[config.mk]
export PLATFORM = sky130hd
export DESIGN_NAME = sat_accumulator
export DESIGN_NICKNAME = d
export VERILOG_FILES = /design/src/rtl/sat_acc_pkg.sv /design/src/rtl/n_bit_adder.sv /design/src/rtl/sat_accumulator.sv
export SDC_FILE = /design/constraint.sdc
export NUM_CORES = 1
export LEC_CHECK = 0
export BUFFER_PORTS_ARGS = -buffer_cell sky130_fd_sc_hd__buf_2
export CELL_PAD_IN_SITES_DETAIL_PLACEMENT = 1
export CELL_PAD_IN_SITES_GLOBAL_PLACEMENT = 1
export CORE_ASPECT_RATIO = 1.2
export CORE_MARGIN = 8
export CORE_UTILIZATION = 37
export CTS_CLUSTER_DIAMETER = 50
export DETAILED_ROUTE_END_ITERATION = 12
export PLACE_DENSITY_LB_ADDON = 0.15
export SLEW_MARGIN = 20
export SYNTH_ARGS = -nofsm -noshare
export SYNTH_HDL_FRONTEND = slang
export SYNTH_SLANG_ARGS = --single-unit
[constraint.sdc]
create_clock -name clk -period 3 [get_ports clk]
set_clock_uncertainty 0.05 [all_clocks]
set_input_delay 0.9 -clock clk [delete_from_list [all_inputs] [get_ports clk]]
set_output_delay 0.9 -clock clk [all_outputs]
set_load 0.05 [all_outputs]
[src/rtl/sat_acc_pkg.sv]
// Shared types and constants for the saturating frame accumulator.
// Saturation limits are computed from the sample width.
package sat_acc_pkg;

    typedef enum logic {
        ACCUM = 1'b0,
        OUT   = 1'b1
    } state_t;

    // Largest value representable in n-bit two's complement.
    function automatic longint sat_max(input int unsigned n);
        return (longint'(1) <<< (n - 1)) - longint'(1);
    endfunction

    // Smallest value representable in n-bit two's complement.
    function automatic longint sat_min(input int unsigned n);
        return -(longint'(1) <<< (n - 1));
    endfunction

endpackage

[src/rtl/n_bit_adder.sv]
// Plain N-bit ripple adder with carry-in.
// Overflow handling belongs to the caller.
module n_bit_adder #(
    parameter int N = 8
) (
    input  logic [N-1:0] A,
    input  logic [N-1:0] B,
    input  logic         cin,
    output logic [N-1:0] S
);

    assign S = A + B + {{(N-1){1'b0}}, cin};

endmodule

[src/rtl/sat_accumulator.sv]
// Sums LEN signed samples per frame with saturation, then presents the result
// on a valid/ready output until it is taken.
module sat_accumulator
    import sat_acc_pkg::*;
#(
    parameter int N   = 8,
    parameter int LEN = 4
) (
    input  logic         clk,
    input  logic         rstn,
    input  logic         clr,
    input  logic         in_valid,
    output logic         in_ready,
    input  logic [N-1:0] in_data,
    output logic         out_valid,
    input  logic         out_ready,
    output logic [N-1:0] out_sum,
    output logic         out_ovf
);

    localparam int CW = $clog2(LEN);
    localparam logic [N-1:0]  SAT_HI = N'(sat_max(N));
    localparam logic [N-1:0]  SAT_LO = N'(sat_min(N));
    localparam logic [CW-1:0] LAST   = CW'(LEN - 1);

    state_t        state_q, state_d;
    logic [N-1:0]  acc_q, acc_d;
    logic [CW-1:0] count_q, count_d;
    logic          ovf_q, ovf_d;

    logic [N-1:0]  sum;
    logic          sat_hit;
    logic [N-1:0]  sat_val;

    n_bit_adder #(.N(N)) u_adder (
        .A   (acc_q),
        .B   (in_data),
        .cin (1'b0),
        .S   (sum)
    );

    // Overflow only when both operands share a sign the result does not.
    assign sat_hit = (acc_q[N-1] == in_data[N-1]) && (sum[N-1] != acc_q[N-1]);
    assign sat_val = sat_hit ? (acc_q[N-1] ? SAT_LO : SAT_HI) : sum;

    always_comb begin
        state_d = state_q;
        acc_d   = acc_q;
        count_d = count_q;
        ovf_d   = ovf_q;
        case (state_q)
            ACCUM: begin
                if (in_valid) begin
                    acc_d = sat_val;
                    ovf_d = ovf_q | sat_hit;
                    if (count_q == LAST) begin
                        count_d = '0;
                        state_d = OUT;
                    end else begin
                        count_d = count_q + CW'(1);
                    end
                end
            end
            OUT: begin
                if (out_ready) begin
                    state_d = ACCUM;
                    acc_d   = '0;
                    count_d = '0;
                    ovf_d   = 1'b0;
                end
            end
            default: state_d = ACCUM;
        endcase
        // Abort wins over any handshake in the same cycle.
        if (clr) begin
            state_d = ACCUM;
            acc_d   = '0;
            count_d = '0;
            ovf_d   = 1'b0;
        end
    end

    always_ff @(posedge clk) begin
        if (!rstn) begin
            state_q <= ACCUM;
            acc_q   <= '0;
            count_q <= '0;
            ovf_q   <= 1'b0;
        end else begin
            state_q <= state_d;
            acc_q   <= acc_d;
            count_q <= count_d;
            ovf_q   <= ovf_d;
        end
    end

    assign in_ready  = (state_q == ACCUM);
    assign out_valid = (state_q == OUT);
    assign out_sum   = acc_q;
    assign out_ovf   = ovf_q;

endmodule

==> results by group, run 1 <==
STA
  • Max-slew violation count: 0
  • Max Fclk: 403 MHz
  • Max-slew headroom at the worst pin: 0.687
  • Sum Neg Setup Slack: 0 ns
  • RSZ-0062 raised after global routing: no
  • Worst Tran Pin Value: 0.470 ns
  • Setup Viol. Count Final: 0
  • Crit share post-route: 0.827
  • Hold Violations, Final: 0
  • Tmin final: 2.48 ns

Setup path
  • R2R setup slack: 0.92 ns
  • Worst-path maximum fanout: 3
  • Reg2Reg Depth: 7
  • Required time worst endpoint: 3.13 ns
  • Worst Setup Path Type: primary input to register
  • RR Startpoint: out_sum[0]
  • Worst setup path startpoint: in_data[0]
  • Critical Path AT: 2.62 ns
  • CP Launch Type: primary input
  • Worst Setup End Kind: register
  • FF-to-FF End: out_sum[6]

Floorplan
  • Die area: 4050 um^2
  • Initial Util: 0.379
  • Die X-Extent: 59.5 um
  • Io pins: 24
  • Die span in y: 68.1 um
  • FP Rows: 19
  • Core area: between 2000 and 2500 um^2

Worst hold path
  • Hold_sp: out_ovf
  • Hold Path Class: register to register
  • Hold endpoint: out_ovf
  • Number of cells on the worst hold path: 2

GRT
  • Vias in the first global route: between 800 and 900
  • First-pass GRT wire length: 4000 um
  • Total track usage: 0.131
  • Grt met3 use: 0.0357
  • Met1 GRT Util: 0.139
  • Total grt overflow: 0
  • GR Util met2: 0.216
  • Initial antenna violation count: 0
  • Busiest grt layer: met2
  • Largest net degree at the start of global routing: 15

Routing
  • DRT Wirelength: 2350 um
  • Routed Antenna Nets: 0
  • Routed wire per std cell: 15.7 um
  • Via count: 829
  • DR iter-0 viols: 16
  • Drc violations: 0
  • First-pass DRT Iterations: 4
  • Vias per cell: 5.53

CTS
  • Clock sink count: 12
  • Cts hold-fix bufs: 0
  • Cts repair resizes: 0
  • CTS tree: done
  • Clock Path Buffers: 2
  • Worst-skew pair later-pin latency: roughly 0.28 ns
  • Clock transition at the registers of the reported paths: 0.08 ns
  • Clock Tree Root: clkbuf_4
  • Htree depth: 1
  • Number of CTS-inserted buffers: 3
  • Post-CTS setup buffers: 0

Synth
  • Top cells by instance count after synthesis: a21oi_1, dfxtp_1, ha_1, nand2_1, nor2_1
  • Number of synthesized register bits: 12
  • Most common cell in the synthesized netlist: a21oi_1
  • Cell Area, Synth: 838 um^2
  • EDFF count, synth: 0
  • Post-synth ARST share: 0
  • Yosys Warn Count: 0
  • Area fraction of the dominant cell type after synthesis: 0.287
  • Number of distinct library cells after synthesis: 33
  • Cell taking the most area after synthesis: dfxtp_1
  • Register area share after synthesis: 0.287
  • Area contributors post-synth: dfxtp_1, ha_1, a21oi_1
  • Synth Instances: 95
  • Syn Nets: 117
  • Syn avg cell area: 8.82 um^2
  • Main synth FF type: dfxtp_1

Status
  • Status: completed

Final layout
  • Synth-to-layout area growth: 18.7%
  • Nets: approximately 140
  • Filler instances: around 280
  • Ant diodes: 0
  • Share of cells above drive strength 1: 0.286

Place
  • DP HPWL: 1870 um
  • Port buffer count: 23
  • Final RePlAce weighted congestion: 0.762

Pwr
  • Power Total: 0.387 mW
  • Power density cells: 389 nW/um^2
  • VDD IR max: 0.152 mV
  • Static Leak: roughly 0.44 nW

Run
  • Number of max-cap violations: 0
==> worst max-delay path: stages <==
cell,delay (ns)
buf_2,0.10
ha_1,0.24
fa_1,0.44
a211oi_1,0.25
o21bai_1,0.13
a21oi_1,0.19
xor2_1,0.08
a311oi_1,0.28
==> per-layer routing <==
metal	up-vias	part of all wire
met1	389	0.42
met4	0	0.042
met2	22	0.49
li1	409	-
met5	-	0
met3	9	0.044
==> stage by stage <==
step / setup WS [ns] / util / area (um^2) / instances / hold slack (ns)
global placement: 0.281 / 0.440 / 972 / 147 / 0.393
finish: 0.519 / 0.450 / 995 / 150 / 0.416
global route: 0.461 / 0.450 / 995 / 150 / 0.465
detailed placement: 0.193 / 0.440 / 972 / 147 / 0.402
floorplan: 0.559 / - / 838 / 95 / 0.420
CTS: 0.502 / 0.450 / 995 / 150 / 0.422
==> state kept, by name (all words and copies together), names as in the netlist <==
| name | flops |
|---|---|
| out_sum | 8 |
| count_q | 2 |
| out_valid | 1 |
| out_ovf | 1 |
==> where the power goes <==
part | total [mW] | internal, mW | switching, mW
Sequential | 0.172 | 0.165 | 0.00625
Clock | 0.105 | 0.0466 | 0.0585
Combinational | 0.110 | 0.0406 | 0.0695
==> layout by cell type (no fill, tap or decap) <==
cell and count:
a211oi_1 4, o31a_2 1, nor3_1 1, a211oi_2 1, dfxtp_1 12, fa_1 1, inv_1 2, nor2_1 6
nor2b_1 1, nand2_1 7, a21o_1 2, nor2_2 1, a21oi_4 1, clkbuf_4 3, buf_4 1, mux2i_2 1
nand2b_1 1, a311oi_1 2, o31ai_1 1, a21oi_1 19, o21ai_1 2, xnor2_1 2, a22oi_1 1, o211ai_1 1
nand3_1 1, o221ai_1 2, xor2_1 3, a32oi_1 2, o21bai_1 2, nor3_2 1, a21o_2 1, o21ai_0 2
ha_1 8, buf_2 23
==> cells by family after synthesis <==
logic type,count (synthesis),share of synthesized area
compound gates,44,0.355
xor+xnor,5,0.0522
fa+ha+maj,9,0.143
buf+inv,5,0.0418
flops,12,0.287
mux,1,0.0164
simple gates,19,0.104
==> final cells by class <==
cell class,count,area (um^2),area share
Multi-Input combinational cell,78,563,0.566
Sequential cell,12,240,0.242
Timing Repair Buffer,24,123,0.123
Tap cell,31,38.8,0.0390
Clock buffer,3,22.5,0.0226
Inverter,2,7.51,0.00755
==> how the worst max path moves through the flow <==
stage                       endpoint  slack (ns)  depth (start not counted)
after floorplan           out_sum[6]        0.56                          7
after global placement    out_sum[6]        0.28                          8
after detailed placement  out_sum[6]        0.19                          8
after CTS                 out_sum[6]        0.50                          8
after global routing      out_sum[4]        0.46                          8
final                     out_sum[6]        0.52                          8
Power figures use the tool's default switching activity.
==> inputs of run 2 (changes only) <==
clock period = 2.58 ns   (was 3 ns; I/O delays follow)
==> results by group, run 2 (synthesis gave the netlist of run 1 again) <==
STA
  • Tmin final: 2.30 ns
  • Max-slew violation count: 0 (unchanged)
  • Max Fclk: 434 MHz
  • Hold Worst Slack: 0.407 ns (-0.00839 ns)
  • Crit share post-route: 0.893
  • Hold Violations, Final: 0 (unchanged)
  • Worst Tran Pin Value: 0.495 ns (+0.0245 ns)
  • RSZ-0062 raised after global routing: no
  • Setup Viol. Count Final: 0 (unchanged)
  • Max-slew headroom at the worst pin: 0.670 (-0.0164)
  • Sum Neg Setup Slack: 0 ns (unchanged)

Final layout
  • Filler instances: 275 (-1.1%)
  • Share of cells above drive strength 1: 0.303 (+0.0176)
  • Ant diodes: 0 (unchanged)
  • Synth-to-layout area growth: 22.1%
  • Multi-input logic area: 563 um^2 (unchanged)
  • Post-layout instance area: 1020 um^2 (+2.9%)
  • Commonest non-fill, non-tap cell in the layout: buf_2
  • Largest register FFs: 8 (unchanged)
  • Reg area: 240 um^2 (unchanged)
  • Final core occ: 0.463 (+0.0130)
  • Most used cells in the layout excluding fill and tap cells: buf_2, a21oi_1, dfxtp_1
  • Nets: 145 (+1.4%)

Pwr
  • Clock share of power: 0.325 (+0.053)
  • Static Leak: 0.455 nW (+3.7%)
  • Sequential Power Share: 0.407 (-0.037)
  • Net switching power: 0.161 mW (+20%)
  • Internal: 0.328 mW (+30%)
  • Comb power frac: 0.268 (-0.017)
  • VDD IR max: 0.300 mV (+97%)
  • Power Total: 0.489 mW (+26%)
  • Sw Ratio: 0.329 (-0.0176)
  • Power density cells: 478 nW/um^2 (+23%)

Setup path
  • Worst Setup Path Type: primary input to register
  • CP Launch Type: primary input
  • FF-to-FF End: out_sum[6]
  • R2R setup slack: 0.53 ns (-0.39 ns)
  • Critical Path AT: 2.44 ns (-0.18 ns)
  • Worst Setup End Kind: register
  • Required time worst endpoint: 2.71 ns (-0.42 ns)
  • RR Startpoint: out_sum[0]
  • Worst-path maximum fanout: 3 (unchanged)
  • Reg2Reg Depth: 7 (unchanged)

CTS
  • Cts hold-fix bufs: 0 (unchanged)
  • CTS tree: done
  • Clock Tree Root: clkbuf_4
  • Clock sink count: 12 (unchanged)
  • Worst-skew pair later-pin latency: 0.28 ns (about the same)
  • Htree depth: 1 (unchanged)
  • Clock Path Buffers: 2 (unchanged)
  • Clock transition at the registers of the reported paths: 0.08 ns (about the same)
  • Post-CTS setup buffers: 0 (unchanged)
  • Cts repair resizes: 0 (unchanged)
  • Number of CTS-inserted buffers: 3 (unchanged)

Place
  • Port buffer count: 23 (unchanged)
  • DP HPWL: 1820 um (-2.4%)
  • DP Area: 987 um^2 (+1.5%)
  • Final RePlAce weighted congestion: 0.780 (+2.4%)

GRT
  • Largest net degree at the start of global routing: 15 (unchanged)
  • Total grt overflow: 0 (unchanged)
  • Total track usage: 0.128 (-0.00253)
  • First-pass GRT wire length: 3970 um (-0.87%)
  • Initial antenna violation count: 0 (unchanged)
  • Vias in the first global route: 928 (+7.8%)

Floorplan
  • Io pins: 24 (unchanged)
  • Initial Util: 0.379 (unchanged)
  • Die area: 4050 um^2 (unchanged)
  • Core area: 2210 um^2 (unchanged)
  • FP Rows: 19 (unchanged)
  • Die X-Extent: 59.5 um (unchanged)
  • Die span in y: 68.1 um (unchanged)

Routing
  • DRT Wirelength: 2290 um (-2.9%)
  • Vias per cell: 5.44 (-1.5%)
  • First-pass DRT Iterations: 4 (unchanged)
  • Via count: 833 (+0.48%)
  • Routed Antenna Nets: 0 (unchanged)
  • Drc violations: 0 (unchanged)
  • DR iter-0 viols: 11 (-5)
  • Routed wire per std cell: 14.9 um (-4.8%)

Worst hold path
  • Hold Path Class: register to register
  • Hold_sp: out_ovf
  • Hold endpoint: out_ovf
  • Number of cells on the worst hold path: 2 (unchanged)

Run
  • Number of max-cap violations: 0 (unchanged)

Status
  • Status: completed
==> run 2: cell count changes in the layout (fill, tap and decap cells not counted) <==
| cell | previous run | this run |
|---|---|---|
| buf_4 | 1 | 3 |
| clkbuf_8 | 0 | 1 |
==> run 2: final cells by class <==
class                      count  share of cell area
inverter                       2             0.00733
sequential                    12               0.235
clock buffer                   4              0.0355
tap                           31              0.0379
timing repair buffer          26               0.134
multi-input combinational     78               0.550
==> run 2: power by group through the flow <==
stage | clock [mW] | combinational [mW] | sequential [mW]
detailed placement | 0 | 0.132 | 0.204
floorplan | 0 | 0.0748 | 0.224
CTS | 0.164 | 0.132 | 0.199
global route | 0.175 | 0.146 | 0.201
finish | 0.159 | 0.131 | 0.199
global placement | 0 | 0.129 | 0.203
==> run 2: how the worst max path moves through the flow <==
stage	startpoint	to	slack (ns)	cells after the start
floorplan	in_data[0]	out_sum[6]	0.27	7
finish	in_data[0]	out_sum[6]	0.28	8
CTS	in_data[0]	out_sum[6]	0.29	8
global route	in_data[0]	out_sum[6]	0.15	8
global placement	in_data[0]	out_sum[6]	0.07	8
detailed placement	in_data[0]	out_sum[6]	0.006	8
==> run 2: metal layers <==
layer	global-route usage	part of all wire
met3	0.0338	0.045
met4	0.0629	0.017
met1	0.129	0.43
met2	0.238	0.50
met5	0	0
==> run 2: worst max-delay path: stages <==
cell,delay [ns]
buf_2,0.10
ha_1,0.23
fa_1,0.43
a211oi_1,0.26
o21bai_1,0.11
a21oi_1,0.18
xor2_1,0.08
a311oi_1,0.27
==> run 2: per-stage QoR <==
| stage | cells | worst slack, ns |
|---|---|---|
| after detailed placement | 149 | 0.00633 |
| after CTS | 153 | 0.286 |
| final | 153 | 0.276 |
| after global placement | 149 | 0.0678 |
| after global routing | 153 | 0.148 |
| after floorplan | 95 | 0.265 |
==> inputs of run 3 (changes only) <==
CORE_UTILIZATION = 39   (was 37)
CTS_BUF_LIST = sky130_fd_sc_hd__clkbuf_4 sky130_fd_sc_hd__clkbuf_8   (was unset)
==> results by group, run 3 (synthesis gave the netlist of run 1 again) <==
Status
  • Status: completed

Final layout
  • Synth-to-layout area growth: 21.9%
  • Share of cells above drive strength 1: 0.303 (unchanged)
  • Commonest non-fill, non-tap cell in the layout: buf_2
  • Final core occ: 0.499 (+0.0358)
  • Fin cells: 152 (-0.65%)
  • Nets: 145 (unchanged)
  • Ant diodes: 0 (unchanged)
  • Largest register FFs: 8 (unchanged)
  • Most used cells in the layout excluding fill and tap cells: buf_2, a21oi_1, dfxtp_1

Setup path
  • Worst setup path end: out_sum[6]
  • R2R setup slack: 0.51 ns (-0.02 ns)
  • FF-to-FF End: out_sum[6]
  • Worst Setup Path Type: primary input to register
  • Worst-path maximum fanout: 3 (unchanged)
  • Worst setup path startpoint: in_data[0]
  • Required time worst endpoint: 2.72 ns (about the same)
  • RR Startpoint: out_sum[0]
  • CP Launch Type: primary input
  • Worst Setup End Kind: register
  • Critical Path AT: 2.47 ns (+0.03 ns)
  • Reg2Reg Depth: 7 (unchanged)

GRT
  • First-pass GRT wire length: 3710 um (-6.4%)
  • Total grt overflow: 0 (unchanged)
  • Largest net degree at the start of global routing: 15 (unchanged)
  • Vias in the first global route: 850 (-8.4%)
  • Initial antenna violation count: 0 (unchanged)
  • Total track usage: 0.119 (-0.00866)

Pwr
  • Power density cells: 475 nW/um^2 (-0.58%)
  • Power Total: 0.486 mW (-0.70%)
  • Static Leak: 0.455 nW (unchanged)
  • VDD IR max: 0.315 mV (+5.0%)

Floorplan
  • Core area: 2050 um^2 (-7.3%)
  • Initial Util: 0.409 (+0.0299)
  • Die span in y: 66.8 um (-2.0%)
  • Io pins: 24 (unchanged)
  • Die area: 3900 um^2 (-3.8%)
  • FP Rows: 18 (-1)
  • Die X-Extent: 58.3 um (-1.9%)

Routing
  • Routed wire per std cell: 14.8 um (-1.0%)
  • Vias per cell: 5.44 (about the same)
  • Drc violations: 0 (unchanged)
  • Via count: 827 (-0.72%)
  • DR iter-0 viols: 10 (-1)
  • DRT Wirelength: 2250 um (-1.7%)
  • Routed Antenna Nets: 0 (unchanged)
  • First-pass DRT Iterations: 2 (-2)

CTS
  • Number of CTS-inserted buffers: 3 (unchanged)
  • Cts hold-fix bufs: 0 (unchanged)
  • CTS tree: done
  • Clock sink count: 12 (unchanged)
  • Cts repair resizes: 0 (unchanged)
  • Clock Path Buffers: 2 (unchanged)
  • Clock transition at the registers of the reported paths: 0.08 ns (about the same)
  • Htree depth: 1 (unchanged)
  • Worst-skew pair later-pin latency: 0.28 ns (about the same)
  • Post-CTS setup buffers: 0 (unchanged)
  • Clock Tree Root: clkbuf_4

STA
  • Max Fclk: 429 MHz (-1.1%)
  • Sum Neg Setup Slack: 0 ns (unchanged)
  • Max-slew violation count: 0 (unchanged)
  • Hold Violations, Final: 0 (unchanged)
  • RSZ-0062 raised after global routing: no
  • Crit share post-route: 0.903 (+0.0102)
  • Worst Tran Pin Value: 0.459 ns (-0.0357 ns)
  • Tmin final: 2.33 ns (+0.0263 ns)
  • Slack of the critical path: 0.250 ns (-0.0263 ns)
  • Max-slew headroom at the worst pin: 0.694 (+0.0238)
  • Setup Viol. Count Final: 0 (unchanged)

Place
  • DP HPWL: 1840 um (+0.71%)
  • Port buffer count: 23 (unchanged)
  • Placed cells: 148 (-0.67%)
  • Pre-CTS WS: 0.000378 ns (-0.00595 ns)
  • Final RePlAce weighted congestion: 0.778 (-0.36%)

Run
  • Number of max-cap violations: 0 (unchanged)

Worst hold path
  • Hold Path Class: register to register
-- run 3: how the worst min path moves through the flow --
stage                          start         end  slack, ns  cells past startpoint
after floorplan           count_q[1]  count_q[1]       0.42                      2
after global placement       out_ovf     out_ovf       0.38                      2
after detailed placement     out_ovf     out_ovf       0.39                      2
after CTS                    out_ovf     out_ovf       0.41                      2
after global routing         out_ovf     out_ovf       0.44                      2
final                        out_ovf     out_ovf       0.40                      2
-- run 3: per-layer routing --
| layer | global-route usage | wire (um) | up-vias |
|---|---|---|---|
| met2 | 0.221 | 1150 | 18 |
| met3 | 0.0212 | 127 | 4 |
| met5 | 0 | 0 | - |
| met1 | 0.123 | 931 | 392 |
| met4 | 0.0644 | 43 | 0 |
| li1 | - | - | 413 |
-- run 3: final cells by class --
class,instances,area [um^2]
fillers,261,1030
multi-input cells,78,563
flip-flops and latches,12,240
repair buffers,26,138
well taps,30,37.5
clock buffers,4,36.3
inverters,2,7.51
-- run 3: through the flow --
| step | hold slack, ns | instance area [um^2] |
|---|---|---|
| after floorplan | 0.420 | 838 |
| after global placement | 0.379 | 986 |
| after detailed placement | 0.391 | 986 |
| after CTS | 0.411 | 1020 |
| after global routing | 0.439 | 1020 |
| final | 0.403 | 1020 |
-- run 3: worst max-delay path, cell delays in order --
cell and delay [ns]:
buf_2 0.10, ha_1 0.24, fa_1 0.44, a211oi_1 0.26, o21bai_1 0.12, a21oi_1 0.19
xor2_1 0.09, a311oi_1 0.25
-- run 3: power breakdown --
part / switching [mW] / total [mW] / leakage [nW] / internal (mW)
logic: 0.0810 / 0.131 / 0.337 / 0.0496
clock network: 0.0701 / 0.156 / 0.0210 / 0.0859
registers: 0.00677 / 0.199 / 0.0976 / 0.192
